<file path="src/rtl/semaforo_ctrl.sv">
// semaforo_ctrl: interlocked one-hot TV/PC/ALEX enable with debounce, min on-time and break-before-make gap.
// Optional SEMAFORO_STATUS_EN adds estado/trocas status outputs.
module semaforo_ctrl #(
  parameter int SYNC_STAGES = 2,
  parameter int STABLE_CYC  = 4,
  parameter int MIN_ON_CYC  = 8,
  parameter int GAP_CYC     = 2
) (
  input  logic       clk,
  input  logic       rst_n,
  input  logic       A,
  input  logic       B,
  output logic       TV,
  output logic       PC,
  output logic       ALEX
`ifdef SEMAFORO_STATUS_EN
  ,
  output logic [1:0] estado,
  output logic [7:0] trocas
`endif
);
  localparam int SW = $clog2(STABLE_CYC) + 1;
  localparam int OW = $clog2(MIN_ON_CYC) + 1;
  localparam int GW = $clog2(GAP_CYC) + 1;
  typedef enum logic [1:0] {IDLE = 2'b00, ON = 2'b01, GAP = 2'b10} state_t;
  state_t state, state_n;
  logic [SYNC_STAGES-1:0] a_sync, b_sync;
  logic [1:0] cur, last, acc, sel, sel_n;
  logic [SW-1:0] st_cnt, st_nxt;
  logic [OW-1:0] on_cnt;
  logic [GW-1:0] gap_cnt;
  assign cur = {a_sync[SYNC_STAGES-1], b_sync[SYNC_STAGES-1]};
  assign st_nxt = (cur != last) ? SW'(1) : (st_cnt >= SW'(STABLE_CYC) ? st_cnt : st_cnt + 1'b1);
  always_ff @(posedge clk or negedge rst_n) begin
    if (!rst_n) begin
      a_sync <= '0;
      b_sync <= '0;
      last   <= '0;
      st_cnt <= '0;
      acc    <= '0;
    end else begin
      a_sync <= {a_sync[SYNC_STAGES-2:0], A};
      b_sync <= {b_sync[SYNC_STAGES-2:0], B};
      last   <= cur;
      st_cnt <= st_nxt;
      if (st_nxt == SW'(STABLE_CYC)) acc <= cur;
    end
  end
  always_comb begin
    state_n = state;
    sel_n   = sel;
    case (state)
      IDLE: if (acc != 2'b00) begin
        state_n = ON;
        sel_n   = acc;
      end
      ON: if (acc != sel && on_cnt >= OW'(MIN_ON_CYC)) state_n = GAP;
      GAP: if (gap_cnt == GW'(GAP_CYC - 1)) begin
        state_n = (acc == 2'b00) ? IDLE : ON;
        sel_n   = acc;
      end
      default: state_n = IDLE;
    endcase
  end
  // Enables are registered from the next state so they switch on the same edge as the FSM.
  always_ff @(posedge clk or negedge rst_n) begin
    if (!rst_n) begin
      state   <= IDLE;
      sel     <= '0;
      on_cnt  <= '0;
      gap_cnt <= '0;
      TV      <= 1'b0;
      PC      <= 1'b0;
      ALEX    <= 1'b0;
    end else begin
      state   <= state_n;
      sel     <= sel_n;
      on_cnt  <= (state != ON) ? '0 : (on_cnt >= OW'(MIN_ON_CYC) ? on_cnt : on_cnt + 1'b1);
      gap_cnt <= (state == GAP && state_n == GAP) ? gap_cnt + 1'b1 : '0;
      TV      <= state_n == ON && sel_n == 2'b01;
      PC      <= state_n == ON && sel_n == 2'b10;
      ALEX    <= state_n == ON && sel_n == 2'b11;
    end
  end
`ifdef SEMAFORO_STATUS_EN
  assign estado = state;
  always_ff @(posedge clk or negedge rst_n) begin
    if (!rst_n) trocas <= '0;
    else trocas <= trocas + 8'(state_n == ON && state != ON);
  end
`endif
endmodule

</file>
<file path="config.mk">
export PLATFORM = sky130hd
export DESIGN_NAME = semaforo_ctrl
export DESIGN_NICKNAME = d
export VERILOG_FILES = /design/src/rtl/semaforo_ctrl.sv
export SDC_FILE = /design/constraint.sdc
export NUM_CORES = 1
export LEC_CHECK = 0
export ABC_AREA = 1
export CAP_MARGIN = 20
export CORE_ASPECT_RATIO = 2
export CORE_UTILIZATION = 35
export CTS_CLUSTER_DIAMETER = 80
export CTS_CLUSTER_SIZE = 20
export DETAILED_ROUTE_END_ITERATION = 10
export PLACE_DENSITY_LB_ADDON = 0.3
export SYNTH_ARGS = -nofsm -noshare
export SYNTH_HDL_FRONTEND = slang
export SYNTH_SLANG_ARGS = --single-unit
export TNS_END_PERCENT = 30
</file>
<file path="constraint.sdc">
create_clock -name clk -period 1.95 [get_ports clk]
set_input_delay 0.2925 -clock clk [delete_from_list [all_inputs] [get_ports clk]]
set_output_delay 0.2925 -clock clk [all_outputs]
set_load 0.02 [all_outputs]
</file>
After elaboration in Yosys (flattened, before gate mapping)
Index checks and enable logic that the tools add are counted.
{ "op_classes": {"n_addsub": 3, "n_lt_le_gt_ge": 2, "n_eq_ne": 13, "n_mux": 13, "n_reduce_logical": 8} }
{ "op_table": {"columns": ["cell", "n"], "rows": [
  ["2-to-1 mux 2 bit", 6],
  ["== test 2 x 1 -> 1 bit (second input constant)", 4],
  ["== test 2 bit (second input constant)", 4],
  ["2-to-1 mux 4 bit", 2],
  ["2-to-1 mux 3 bit", 2],
  ["case mux 2 bit (3 select lines)", 1],
  ["logical AND 1 bit", 5],
  ["adder 4 x 1 -> 4 bit (second input constant)", 1],
  [">= comparator 4 bit (second input constant)", 1],
  ["logical NOT 2 bit", 2],
  ["!= test 2 bit", 2],
  ["case mux 2 bit (2 select lines)", 1],
  ["adder 3 x 1 -> 3 bit (second input constant)", 1],
  ["== test 3 bit (second input constant)", 1],
  [">= comparator 3 bit (second input constant)", 1],
  ["adder 2 x 1 -> 2 bit (second input constant)", 1],
  ["!= test 2 x 1 -> 1 bit (second input constant)", 1],
  ["!= test 2 bit (second input constant)", 1],
  ["nonzero test 2 bit", 1],
  ["2-to-1 mux 1 bit", 1]
]} }
{ "word_totals": {"regBits": 24, "inputBits": 4, "out_inout_bits": 3, "elab_cells": 51} }

Longest topological paths before layout
Gate-level depths: netlist of run 1.
{ "depth": {"depth_word": 7, "depth_mapped": 9, "ltp_nobuf": 9} }

Worst setup path before layout of run 1
Ideal clock, no wire load.
{ "synth_timing": {"kind": "register to register", "from": "register st_cnt[0]", "to": "register acc[0]", "setup_time_ps": 117, "arrival_time_ps": 1142, "required_time_ps": 1833, "slack_ps": 692, "path_stages_with_launch": 9, "n_path_buf": 0, "synth_period_minus_slack_ps": 1258, "cell_sequence": "dfrtp_1 -> inv_1 -> ha_1 -> inv_1 -> o21ai_0 -> nor2_1 -> nand2_1 -> nand2_1 -> nand2_1"} }
{ "synth_via": {"elab_chain_cells": 4, "word_cells_on_any_way": 5, "cone_classes": "1 x add/sub; 1 x order compare; 1 x eq/ne; 2 x mux"} }
{ "synth_rtl": {"columns": ["element", "line", "source"], "rows": [
  ["start, declared", "29", "logic [SW-1:0] st_cnt, st_nxt;"],
  ["start signal, assigned", "45", "st_cnt <= st_nxt;"],
  ["adder 3 x 1 -> 3 bit or >= comparator 3 bit (tied branches)", "33", "assign st_nxt = (cur != last) ? SW'(1) : (st_cnt >= SW'(STABLE_CYC) ? st_cnt : st_cnt + 1'b1);"],
  ["2-to-1 mux 3 bit * (2 in series)", "33", null],
  ["== test 3 bit *", "46", "if (st_nxt == SW'(STABLE_CYC)) acc <= cur;"],
  ["end signal, assigned", "46", null],
  ["end, declared", "28", "logic [1:0] cur, last, acc, sel, sel_n;"]
]} }
Every way passes the cells marked *; elsewhere a longest branch is shown, timed or not.
A chain may end at the register's enable or synchronous reset.

Worst setup path after layout of run 1
{ "layout_timing": {"from": "register PC", "to": "output PC"} }
{ "layout_lines": {"columns": ["element", "line", "source"], "rows": [
  ["start, declared", "14", "output logic PC,"],
  ["start signal, assigned", "73", "PC <= 1'b0;"],
  ["start signal, assigned", "81", "PC <= state_n == ON && sel_n == 2'b10;"]
]} }
No word-level cell between the ends.

==> load_flow_metrics.sql, run 1 <==
INSERT INTO impl_metrics (metric_group, metric, value, unit) VALUES
('yosys', 'asyncSetResetFlopFracSynth', '100', '%'),
('worst_setup_path', 'cp.arrival', '1.19', 'ns'),
('final_layout', 'layout.cell_area.non_filler', '0.00119', 'sq mm'),
('placement', 'pre_cts_slack', '0.557', 'ns'),
('pwr', 'internal_power', '1.01', 'mW'),
('grt', 'grt_use_total', '13.0', '%'),
('yosys', 'synth-edff-count', '0', ''),
('grt', 'grt_pass1_vias', '730', ''),
('timing', 'hold_violations', '0', ''),
('grt', 'antenna_found_initial', '0', ''),
('final_layout', 'final-seq-area', '601', 'sq um'),
('die', 'placement_rows', '27', ''),
('clocking', 'post_cts_resized', '0', ''),
('grt', 'grt_pass1_wl', '2.95', 'mm'),
('grt', 'gr-total-overflow', '0', ''),
('yosys', 'synth-main-ff-cell', 'sky130_fd_sc_hd__dfrtp_1', ''),
('route', 'finalWirelength', '1.61', 'mm'),
('die', 'floorplan.die.width', '40.5', 'um'),
('route', 'drtAntennaViolNets', '0', ''),
('clocking', 'sinks_on_the_clock_net', '24', ''),
('die', 'die-height', '78.9', 'um'),
('clocking', 'clk-insertion-delay-late', '0.26', 'ns'),
('clocking', 'cts.hold.buffers_added', '0', ''),
('yosys', 'synth_sequential_area_ratio', '58.0', '%'),
('yosys', 'yosys.area.top_type_share', '58.0', '%'),
('worst_setup_path', 'critPathLaunchType', 'register', ''),
('pwr', 'power_per_cell_area', '1310', 'mW/mm^2'),
('timing', 'finalClockSkew', '0.00243', 'ns'),
('flow_run', 'cap_violations', '0', ''),
('timing', 'fmaxAchievable', '674', 'MHz'),
('worst_setup_path', 'criticalPathCategory', 'reg2out', ''),
('route', 'route.vias.total', '700', ''),
('route', 'wl_per_cell', '10.7', 'um'),
('yosys', 'synth-seq-cells', '24', ''),
('yosys', 'postSynthCellCount', '111', ''),
('final_layout', 'layout-drive-gt1-share', '9.02', '%'),
('timing', 'finalSetupTns', '0', 'ns'),
('placement', 'routabilityCongestion', '0.724', ''),
('worst_setup_path', 'cpLargestDelayFamily', 'buffers and inverters', ''),
('pwr', 'share_of_power_burned_in_the_clock_network', '20.8', '%'),
('worst_setup_path', 'slowest_stage', 'sky130_fd_sc_hd__clkdlybuf4s50_1', ''),
('placement', 'placedInstanceArea', '0.00114', 'sq mm'),
('yosys', 'post-synth-top-count-cell', 'sky130_fd_sc_hd__nand2_1', ''),
('yosys', 'syn_area_per_cell', '9.33', 'sq um'),
('clocking', 'cts_max_path_buffers', '2', ''),
('timing', 'report.final.setup_viol', '0', ''),
('clocking', 'postCtsSetupBuffers', '0', ''),
('outcome', 'result_of_the_run', 'finished, final reports clean', ''),
('die', 'initial_core_util', '37.4', '%'),
('route', 'drt_iter0_drc', '7', ''),
('placement', 'port_buffers', '6', ''),
('timing', 'worstMarginPinSlew', '0.298', 'ns'),
('die', 'coreArea', '0.00277', 'sq mm'),
('worst_setup_path', 'worstPathCellList', 'clkdlybuf4s50_1', ''),
('timing', 'fraction_of_the_cycle_the_final_worst_path_needs', '76.1', '%'),
('final_layout', 'flow.area_growth_from_synthesis', '15.3', '%'),
('final_layout', 'final_net_count', '132', ''),
('die', 'pin_count', '7', ''),
('route', 'drtPass1Iterations', '4', ''),
('timing', 'finalWorstSetupSlack', '0.466', 'ns'),
('pwr', 'netSwitchingPower', '0.561', 'mW'),
('worst_setup_path', 'required', '1.66', 'ns'),
('timing', 'grt_setup_unrepaired', 'no', ''),
('worst_setup_path', 'critical_path.max_stage_delay', '0.59', 'ns'),
('final_layout', 'multi_input_area', '372', 'sq um'),
('timing', 'final.min_clock_period', '1.48', 'ns'),
('pwr', 'vdd_ir_drop_max', '0.501', 'mV'),
('final_layout', 'post-route-util', '43.1', '%'),
('route', 'drcViolationCount', '0', ''),
('yosys', 'yosysWarnings', '0', ''),
('final_layout', 'antennaDiodeCount', '0', '');
==> path summary, 6_finish.rpt <==
path | start | to | cells after the start
min | b_sync[0] | b_sync[1] | 0
max | PC | PC | 1
max reg2reg | st_cnt[0] | acc[0] | 8
min in group asynchronous | rst_n | b_sync[0] | 2
max in group asynchronous | rst_n | state[1] | 2
min reg2reg | b_sync[0] | b_sync[1] | 0
==> layout make-up <==
type / instances / share of cell area, %
Sequential cell: 24 / 50.3
Timing Repair Buffer: 7 / 5.65
Tap cell: 29 / 3.04
Multi-Input combinational cell: 70 / 31.1
Inverter: 17 / 5.34
Clock buffer: 4 / 4.61
==> placed cells by master, fill, tap and decap left out <==
cell type,count
sky130_fd_sc_hd__a21boi_2,1
sky130_fd_sc_hd__a21oi_1,4
sky130_fd_sc_hd__a21oi_2,1
sky130_fd_sc_hd__and3_1,1
sky130_fd_sc_hd__buf_4,1
sky130_fd_sc_hd__clkbuf_8,4
sky130_fd_sc_hd__clkdlybuf4s50_1,6
sky130_fd_sc_hd__dfrtp_1,24
sky130_fd_sc_hd__ha_1,5
sky130_fd_sc_hd__inv_1,16
sky130_fd_sc_hd__inv_2,1
sky130_fd_sc_hd__nand2_1,28
sky130_fd_sc_hd__nand2_2,1
sky130_fd_sc_hd__nand3_1,5
sky130_fd_sc_hd__nor2_1,11
sky130_fd_sc_hd__nor2_2,1
sky130_fd_sc_hd__nor3_1,1
sky130_fd_sc_hd__o21ai_0,5
sky130_fd_sc_hd__o21bai_1,1
sky130_fd_sc_hd__or2_2,1
sky130_fd_sc_hd__xnor2_1,4
==> power by group through the flow <==
stage / Combinational (mW) / Sequential [mW] / Clock [mW]
floorplan: 0.364 / 0.740 / 0
global placement: 0.492 / 0.746 / 0
detailed placement: 0.508 / 0.749 / 0
CTS: 0.512 / 0.738 / 0.338
global route: 0.603 / 0.761 / 0.363
finish: 0.506 / 0.735 / 0.326
==> flip-flops by register name (all words and copies together) (netlist names) <==
| signal | flops |
|---|---|
| gap_cnt | 2 |
| a_sync | 2 |
| on_cnt | 4 |
| sel | 2 |
| state | 2 |
| acc | 2 |
| st_cnt | 3 |
| b_sync | 2 |
| PC | 1 |
| last | 2 |
| TV | 1 |
| ALEX | 1 |
==> kinds of logic after synthesis <==
kind of cell / count (synthesis) / synth area share [%]
compound gates: 12 / 7.00
flops: 24 / 58.0
fa+ha+maj: 5 / 6.04
simple gates: 49 / 19.4
xor+xnor: 4 / 3.38
buf+inv: 17 / 6.16
==> layer usage <==
layer / up-vias / track usage (%) / part of all wire, % / wire length, um
met4: 0 / 6.00 / 1.4 / 22
met5: - / 0 / 0 / 0
met3: 2 / 1.68 / 1.6 / 26
li1: 359 / - / - / -
met2: 4 / 23.2 / 56 / 910
met1: 335 / 13.5 / 40 / 651
==> through the flow <==
stage	hold WS [ns]	total power, mW	instances
6_report	0.351	1.57	151
5_1_grt	0.369	1.73	151
4_1_cts	0.353	1.59	151
3_5_place_dp	0.335	1.26	147
3_3_place_gp	0.335	1.24	147
2_1_floorplan	-0.00309	1.10	111
No activity file was read; power rests on OpenSTA's default activity.
==> run 2: changes to the inputs <==
==> constraint.sdc (replaced) <==
create_clock -name clk -period 1.6 [get_ports clk]
set_input_delay 0.24 -clock clk [delete_from_list [all_inputs] [get_ports clk]]
set_output_delay 0.24 -clock clk [all_outputs]
set_load 0.02 [all_outputs]
==> load_flow_metrics.sql, run 2 (synthesized netlist as in run 1, its figures left out) <==
INSERT INTO impl_metrics (metric_group, metric, value, unit) VALUES
('outcome', 'result_of_the_run', 'finished, final reports clean', ''),
('timing', 'final.min_clock_period', '1.44', 'ns'),
('timing', 'worstMarginPinSlew', '0.297', 'ns'),
('route', 'drtPass1Iterations', '4', ''),
('grt', 'grt_pass1_wl', '2.88', 'mm'),
('worst_setup_path', 'critPathLaunchType', 'register', ''),
('die', 'die_area', '0.00319', 'sq mm'),
('clocking', 'cts.hold.buffers_added', '0', ''),
('clocking', 'postCtsSetupBuffers', '0', ''),
('pwr', 'combinational_cell_fraction_of_total_power', '30.1', '%'),
('timing', 'slew_headroom', '80.2', '%'),
('clocking', 'sinks_on_the_clock_net', '24', ''),
('timing', 'fmaxAchievable', '696', 'MHz'),
('pwr', 'internal_power', '1.34', 'mW'),
('final_layout', 'top_register', 'on_cnt', ''),
('final_layout', 'most_common_library_cell_in_the_layout_ignoring_fill_and_taps', 'sky130_fd_sc_hd__nand2_1', ''),
('final_layout', 'final_net_count', '132', ''),
('timing', 'finalClockSkew', '0.00215', 'ns'),
('worst_setup_path', 'cp_max_fo', '1', ''),
('timing', 'fraction_of_the_cycle_the_final_worst_path_needs', '89.8', '%'),
('worst_setup_path', 'worst-path-buf-inv', '1', ''),
('worst_setup_path', 'cp.arrival', '1.20', 'ns'),
('worst_setup_path', 'cpLargestDelayFamily', 'buffers and inverters', ''),
('hold_path', 'classification_of_the_worst_slack_hold_path', 'in2async', ''),
('flow_run', 'cap_violations', '0', ''),
('die', 'placement_rows', '27', ''),
('die', 'die-height', '78.9', 'um'),
('worst_setup_path', 'critical_path.max_stage_delay', '0.59', 'ns'),
('final_layout', 'final_cell_mix', '28 x sky130_fd_sc_hd__nand2_1, 24 x sky130_fd_sc_hd__dfrtp_1, 16 x sky130_fd_sc_hd__inv_1', ''),
('route', 'routed_via_density', '4.72', ''),
('grt', 'grt_pass1_vias', '749', ''),
('worst_setup_path', 'slowest_stage', 'sky130_fd_sc_hd__clkdlybuf4s50_1', ''),
('die', 'coreArea', '0.00277', 'sq mm'),
('timing', 'grt_setup_unrepaired', 'no', ''),
('pwr', 'static_leakage', '0.610', 'nW'),
('die', 'initial_core_util', '37.4', '%'),
('final_layout', 'largest_register_ffs', '4', ''),
('pwr', 'share_of_power_burned_in_the_clock_network', '25.6', '%'),
('clocking', 'post_cts_resized', '0', ''),
('grt', 'maximum_number_of_pins_on_one_net_before_global_route_repair', '25', ''),
('worst_setup_path', 'required', '1.36', 'ns'),
('pwr', 'power_per_cell_area', '1680', 'mW/mm^2'),
('timing', 'report.final.setup_viol', '0', ''),
('grt', 'grt_use_total', '13.1', '%'),
('clocking', 'cts_max_path_buffers', '2', ''),
('final_layout', 'antennaDiodeCount', '0', ''),
('timing', 'finalSetupTns', '0', 'ns'),
('clocking', 'tritoncts', 'done', ''),
('route', 'drcViolationCount', '0', ''),
('placement', 'detailed_place_hpwl', '1.24', 'mm'),
('pwr', 'pwr-share-seq', '44.2', '%'),
('placement', 'placedInstanceArea', '0.00114', 'sq mm'),
('clocking', 'clk-insertion-delay-late', '0.27', 'ns'),
('pwr', 'netSwitchingPower', '0.692', 'mW'),
('route', 'drtAntennaViolNets', '0', ''),
('timing', 'final_max_slew_viol_count', '0', ''),
('final_layout', 'final_layout_fill_cell_count', '281', ''),
('grt', 'gr-total-overflow', '0', ''),
('placement', 'routabilityCongestion', '0.725', ''),
('clocking', 'clkSlewWorstSetupHoldPaths', '0.08', 'ns'),
('die', 'floorplan.die.width', '40.5', 'um'),
('pwr', 'vdd_ir_drop_max', '0.696', 'mV'),
('worst_setup_path', 'worstPathCellList', 'clkdlybuf4s50_1', ''),
('grt', 'antenna_found_initial', '0', ''),
('final_layout', 'reg_top3', 'on_cnt (4), st_cnt (3)', ''),
('timing', 'finalHoldWorstSlack', '0.316', 'ns'),
('clocking', 'clock_tree.root_cell', 'sky130_fd_sc_hd__clkbuf_8', ''),
('final_layout', 'layout-drive-gt1-share', '9.02', '%'),
('die', 'pin_count', '7', ''),
('route', 'finalWirelength', '1.58', 'mm'),
('pwr', 'switching_share', '34.0', '%'),
('clocking', 'cts_buffer_count', '3', ''),
('route', 'drt_iter0_drc', '9', ''),
('final_layout', 'flow.area_growth_from_synthesis', '16.9', '%'),
('route', 'wl_per_cell', '10.5', 'um'),
('route', 'route.vias.total', '713', ''),
('worst_setup_path', 'criticalPathCategory', 'reg2out', ''),
('timing', 'hold_violations', '0', ''),
('worst_setup_path', 'critical_path.endpoint_type', 'primary output', ''),
('final_layout', 'layout.cell_area.non_filler', '0.00121', 'sq mm'),
('clocking', 'htree_levels', '1', ''),
('placement', 'port_buffers', '6', '');
## run 2: worst paths after layout
check                      cells past startpoint   endpoint       from  slack, ns
max                                            1         PC         PC       0.16
min                                            2  b_sync[0]      rst_n       0.32
max reg2reg                                    8     acc[0]  st_cnt[0]       0.23
min reg2reg                                    0  b_sync[1]  b_sync[0]       0.35
max in group asynchronous                      2     sel[0]      rst_n       1.05
min in group clk                               0  b_sync[1]  b_sync[0]       0.35
## run 2: stage by stage
step           util [%]  worst slack, ns  std cells  total power [mW]
6_report           43.7            0.164        151              2.03
5_1_grt            43.7           0.0780        151              2.22
4_1_cts            43.7            0.140        151              2.07
3_5_place_dp       41.1            0.215        147              1.53
3_3_place_gp       41.1            0.273        147              1.51
2_1_floorplan         -            0.342        111              1.35
## run 2: worst register-to-register path, delay by kind of cell, from the launching register on
family	cells	cell delay, ns
AND/OR/NAND/NOR	4	0.41
AO/OA/AOI/OAI	1	0.09
flip-flops	1	0.39
buffers and inverters	2	0.11
adder cells (fa/ha/maj)	1	0.28
## run 2: cell type report
type	count	area [sq um]	area share [%]
inverter	17	63.8	5.27
multi-input combinational	70	372	30.7
tap	29	36.3	3.00
clock inverter	1	30.0	2.48
clock buffer	3	41.3	3.41
timing repair buffer	7	67.6	5.58
sequential	24	601	49.6
## run 2: per-layer routing
metal / wire [um] / track usage, %
met5: 0 / 0
met4: 58 / 8.00
met3: 26 / 2.51
met2: 861 / 23.2
met1: 632 / 12.4
## run 2: power groups by stage
stage / logic, mW / clock network (mW) / registers [mW]
global placement: 0.600 / 0 / 0.909
CTS: 0.622 / 0.542 / 0.901
global route: 0.731 / 0.563 / 0.926
floorplan: 0.444 / 0 / 0.902
finish: 0.613 / 0.521 / 0.900
detailed placement: 0.617 / 0 / 0.914
==> run 3: changes to the inputs <==
--- a/config.mk
+++ b/config.mk
@@ -6,13 +6,14 @@
 export NUM_CORES = 1
 export LEC_CHECK = 0
 export ABC_AREA = 1
-export CAP_MARGIN = 20
 export CORE_ASPECT_RATIO = 2
 export CORE_UTILIZATION = 35
 export CTS_CLUSTER_DIAMETER = 80
 export CTS_CLUSTER_SIZE = 20
 export DETAILED_ROUTE_END_ITERATION = 10
+export GPL_TIMING_DRIVEN = 0
 export PLACE_DENSITY_LB_ADDON = 0.3
+export SKIP_CTS_REPAIR_TIMING = 1
 export SYNTH_ARGS = -nofsm -noshare
 export SYNTH_HDL_FRONTEND = slang
 export SYNTH_SLANG_ARGS = --single-unit
==> load_flow_metrics.sql, run 3 (synthesized netlist as in run 1, its figures left out) <==
INSERT INTO impl_metrics (metric_group, metric, value, unit) VALUES
('grt', 'global_route.peak_usage_layer', 'met2', ''),
('worst_setup_path', 'worst-path-buf-inv', '1', ''),
('pwr', 'power_per_cell_area', '1690', 'mW/mm^2'),
('final_layout', 'antennaDiodeCount', '0', ''),
('worst_setup_path', 'cpLargestDelayFamily', 'buffers and inverters', ''),
('timing', 'fmaxAchievable', '699', 'MHz'),
('clocking', 'tritoncts', 'done', ''),
('placement', 'port_buffers', '6', ''),
('grt', 'maximum_number_of_pins_on_one_net_before_global_route_repair', '25', ''),
('outcome', 'result_of_the_run', 'finished, final reports clean', ''),
('worst_setup_path', 'criticalPathCategory', 'reg2out', ''),
('timing', 'finalWorstSetupSlack', '0.169', 'ns'),
('placement', 'detailed_place_hpwl', '1.26', 'mm'),
('route', 'drtAntennaViolNets', '0', ''),
('final_layout', 'multi_input_area', '372', 'sq um'),
('clocking', 'clk-insertion-delay-late', '0.27', 'ns'),
('timing', 'final.min_clock_period', '1.43', 'ns'),
('grt', 'grt_use_met2', '22.5', '%'),
('grt', 'grt_pass1_wl', '2.83', 'mm'),
('route', 'finalWirelength', '1.63', 'mm'),
('route', 'route.vias.total', '691', ''),
('clocking', 'sinks_on_the_clock_net', '24', ''),
('worst_setup_path', 'critical_path.max_stage_delay', '0.60', 'ns'),
('final_layout', 'final_cell_mix', '28 x sky130_fd_sc_hd__nand2_1, 24 x sky130_fd_sc_hd__dfrtp_1, 16 x sky130_fd_sc_hd__inv_1', ''),
('flow_run', 'cap_violations', '0', ''),
('route', 'wl_per_cell', '10.9', 'um'),
('final_layout', 'top_register', 'on_cnt', ''),
('timing', 'fraction_of_the_cycle_the_final_worst_path_needs', '89.4', '%'),
('clocking', 'cts_buffer_count', '3', ''),
('clocking', 'clock_tree.root_cell', 'sky130_fd_sc_hd__clkbuf_8', ''),
('clocking', 'cts_max_path_buffers', '2', ''),
('final_layout', 'largest_register_ffs', '4', ''),
('final_layout', 'final_layout_fill_cell_count', '273', ''),
('worst_setup_path', 'slowest_stage', 'sky130_fd_sc_hd__clkdlybuf4s50_1', ''),
('worst_setup_path', 'required', '1.36', 'ns'),
('clocking', 'clkSlewWorstSetupHoldPaths', '0.08', 'ns'),
('pwr', 'vdd_ir_drop_max', '0.646', 'mV'),
('grt', 'grt.met3_usage', '2.51', '%'),
('grt', 'grtUsageMet1', '12.3', '%'),
('grt', 'antenna_found_initial', '0', ''),
('worst_setup_path', 'cp_max_fo', '1', ''),
('clocking', 'htree_levels', '1', ''),
('route', 'drcViolationCount', '0', ''),
('die', 'initial_core_util', '37.4', '%'),
('timing', 'finalHoldWorstSlack', '0.353', 'ns'),
('worst_setup_path', 'critical_path.endpoint_type', 'primary output', ''),
('grt', 'gr-total-overflow', '0', ''),
('route', 'routed_via_density', '4.61', ''),
('final_layout', 'flow.area_growth_from_synthesis', '16.2', '%'),
('hold_path', 'classification_of_the_worst_slack_hold_path', 'reg2reg', ''),
('worst_setup_path', 'cp.arrival', '1.19', 'ns'),
('final_layout', 'most_common_library_cell_in_the_layout_ignoring_fill_and_taps', 'sky130_fd_sc_hd__nand2_1', ''),
('worst_setup_path', 'worstPathCellList', 'clkdlybuf4s50_1', ''),
('final_layout', 'layout-drive-gt1-share', '8.26', '%'),
('final_layout', 'final_net_count', '131', ''),
('timing', 'report.final.setup_viol', '0', ''),
('route', 'drtPass1Iterations', '2', ''),
('grt', 'grt_pass1_vias', '727', ''),
('pwr', 'static_leakage', '0.605', 'nW'),
('placement', 'routabilityCongestion', '0.733', ''),
('die', 'die-height', '78.9', 'um'),
('die', 'coreArea', '0.00277', 'sq mm'),
('die', 'die_area', '0.00319', 'sq mm'),
('die', 'placement_rows', '27', ''),
('grt', 'grt_use_total', '12.9', '%'),
('worst_setup_path', 'critPathLaunchType', 'register', ''),
('timing', 'worstMarginPinSlew', '1.05', 'ns'),
('final_layout', 'final-seq-area', '601', 'sq um'),
('route', 'drt_iter0_drc', '15', ''),
('worst_setup_path', 'worst-r2r-setup-slack', '0.20', 'ns'),
('timing', 'final_max_slew_viol_count', '0', ''),
('timing', 'finalSetupTns', '0', 'ns'),
('timing', 'slew_headroom', '29.9', '%'),
('die', 'pin_count', '7', ''),
('timing', 'grt_setup_unrepaired', 'no', ''),
('placement', 'pre_cts_slack', '0.0319', 'ns'),
('die', 'floorplan.die.width', '40.5', 'um'),
('timing', 'hold_violations', '0', ''),
('timing', 'finalClockSkew', '0.00212', 'ns'),
('final_layout', 'reg_top3', 'on_cnt (4), st_cnt (3)', '');
[run 3: cell types whose count changed in the layout (fill, tap and decap cells not counted)]
cell / previous run / this run
sky130_fd_sc_hd__buf_4: 1 / 0
[run 3: metrics by stage]
step / instance area [sq um] / total power, mW / instances / util [%]
final: 1200 / 2.03 / 150 / 43.5
after global routing: 1200 / 2.21 / 150 / 43.5
after CTS: 1200 / 2.06 / 150 / 43.5
after detailed placement: 1130 / 1.53 / 146 / 40.9
after global placement: 1130 / 1.50 / 146 / 40.9
after floorplan: 1040 / 1.35 / 111 / -
[run 3: report_power, final]
group / leakage (nW) / internal, mW / switching (mW)
clock: 0.0357 / 0.335 / 0.191
combinational: 0.268 / 0.254 / 0.352
sequential: 0.301 / 0.754 / 0.145
total: 0.605 / 1.34 / 0.688
[run 3: final cells by class]
class / count / area share (%)
sequential: 24 / 49.9
multi-input combinational: 70 / 30.9
inverter: 17 / 5.30
timing repair buffer: 6 / 4.99
clock buffer: 3 / 3.43
tap: 29 / 3.01
clock inverter: 1 / 2.49
[run 3: final timing paths]
kind | from | endpoint | depth (start not counted)
setup / recovery | ALEX | ALEX | 1
setup reg to reg | st_cnt[0] | acc[0] | 8
hold reg to reg | a_sync[0] | a_sync[1] | 0
hold / removal | a_sync[0] | a_sync[1] | 0
min in group asynchronous | rst_n | last[0] | 1
max in group asynchronous | rst_n | ALEX | 1
[run 3: metal layers]
metal,routed length [um],up-vias
met1,646,326
met3,24,4
met4,39,0
li1,-,357
met2,918,4
met5,0,-
[run 3: worst register-to-register path: cells and delay by family (launching register included)]
kind | cells | cell delay [ns]
adder cells (fa/ha/maj) | 1 | 0.28
flip-flops | 1 | 0.41
AO/OA/AOI/OAI | 1 | 0.08
buffers and inverters | 2 | 0.11
AND/OR/NAND/NOR | 4 | 0.42
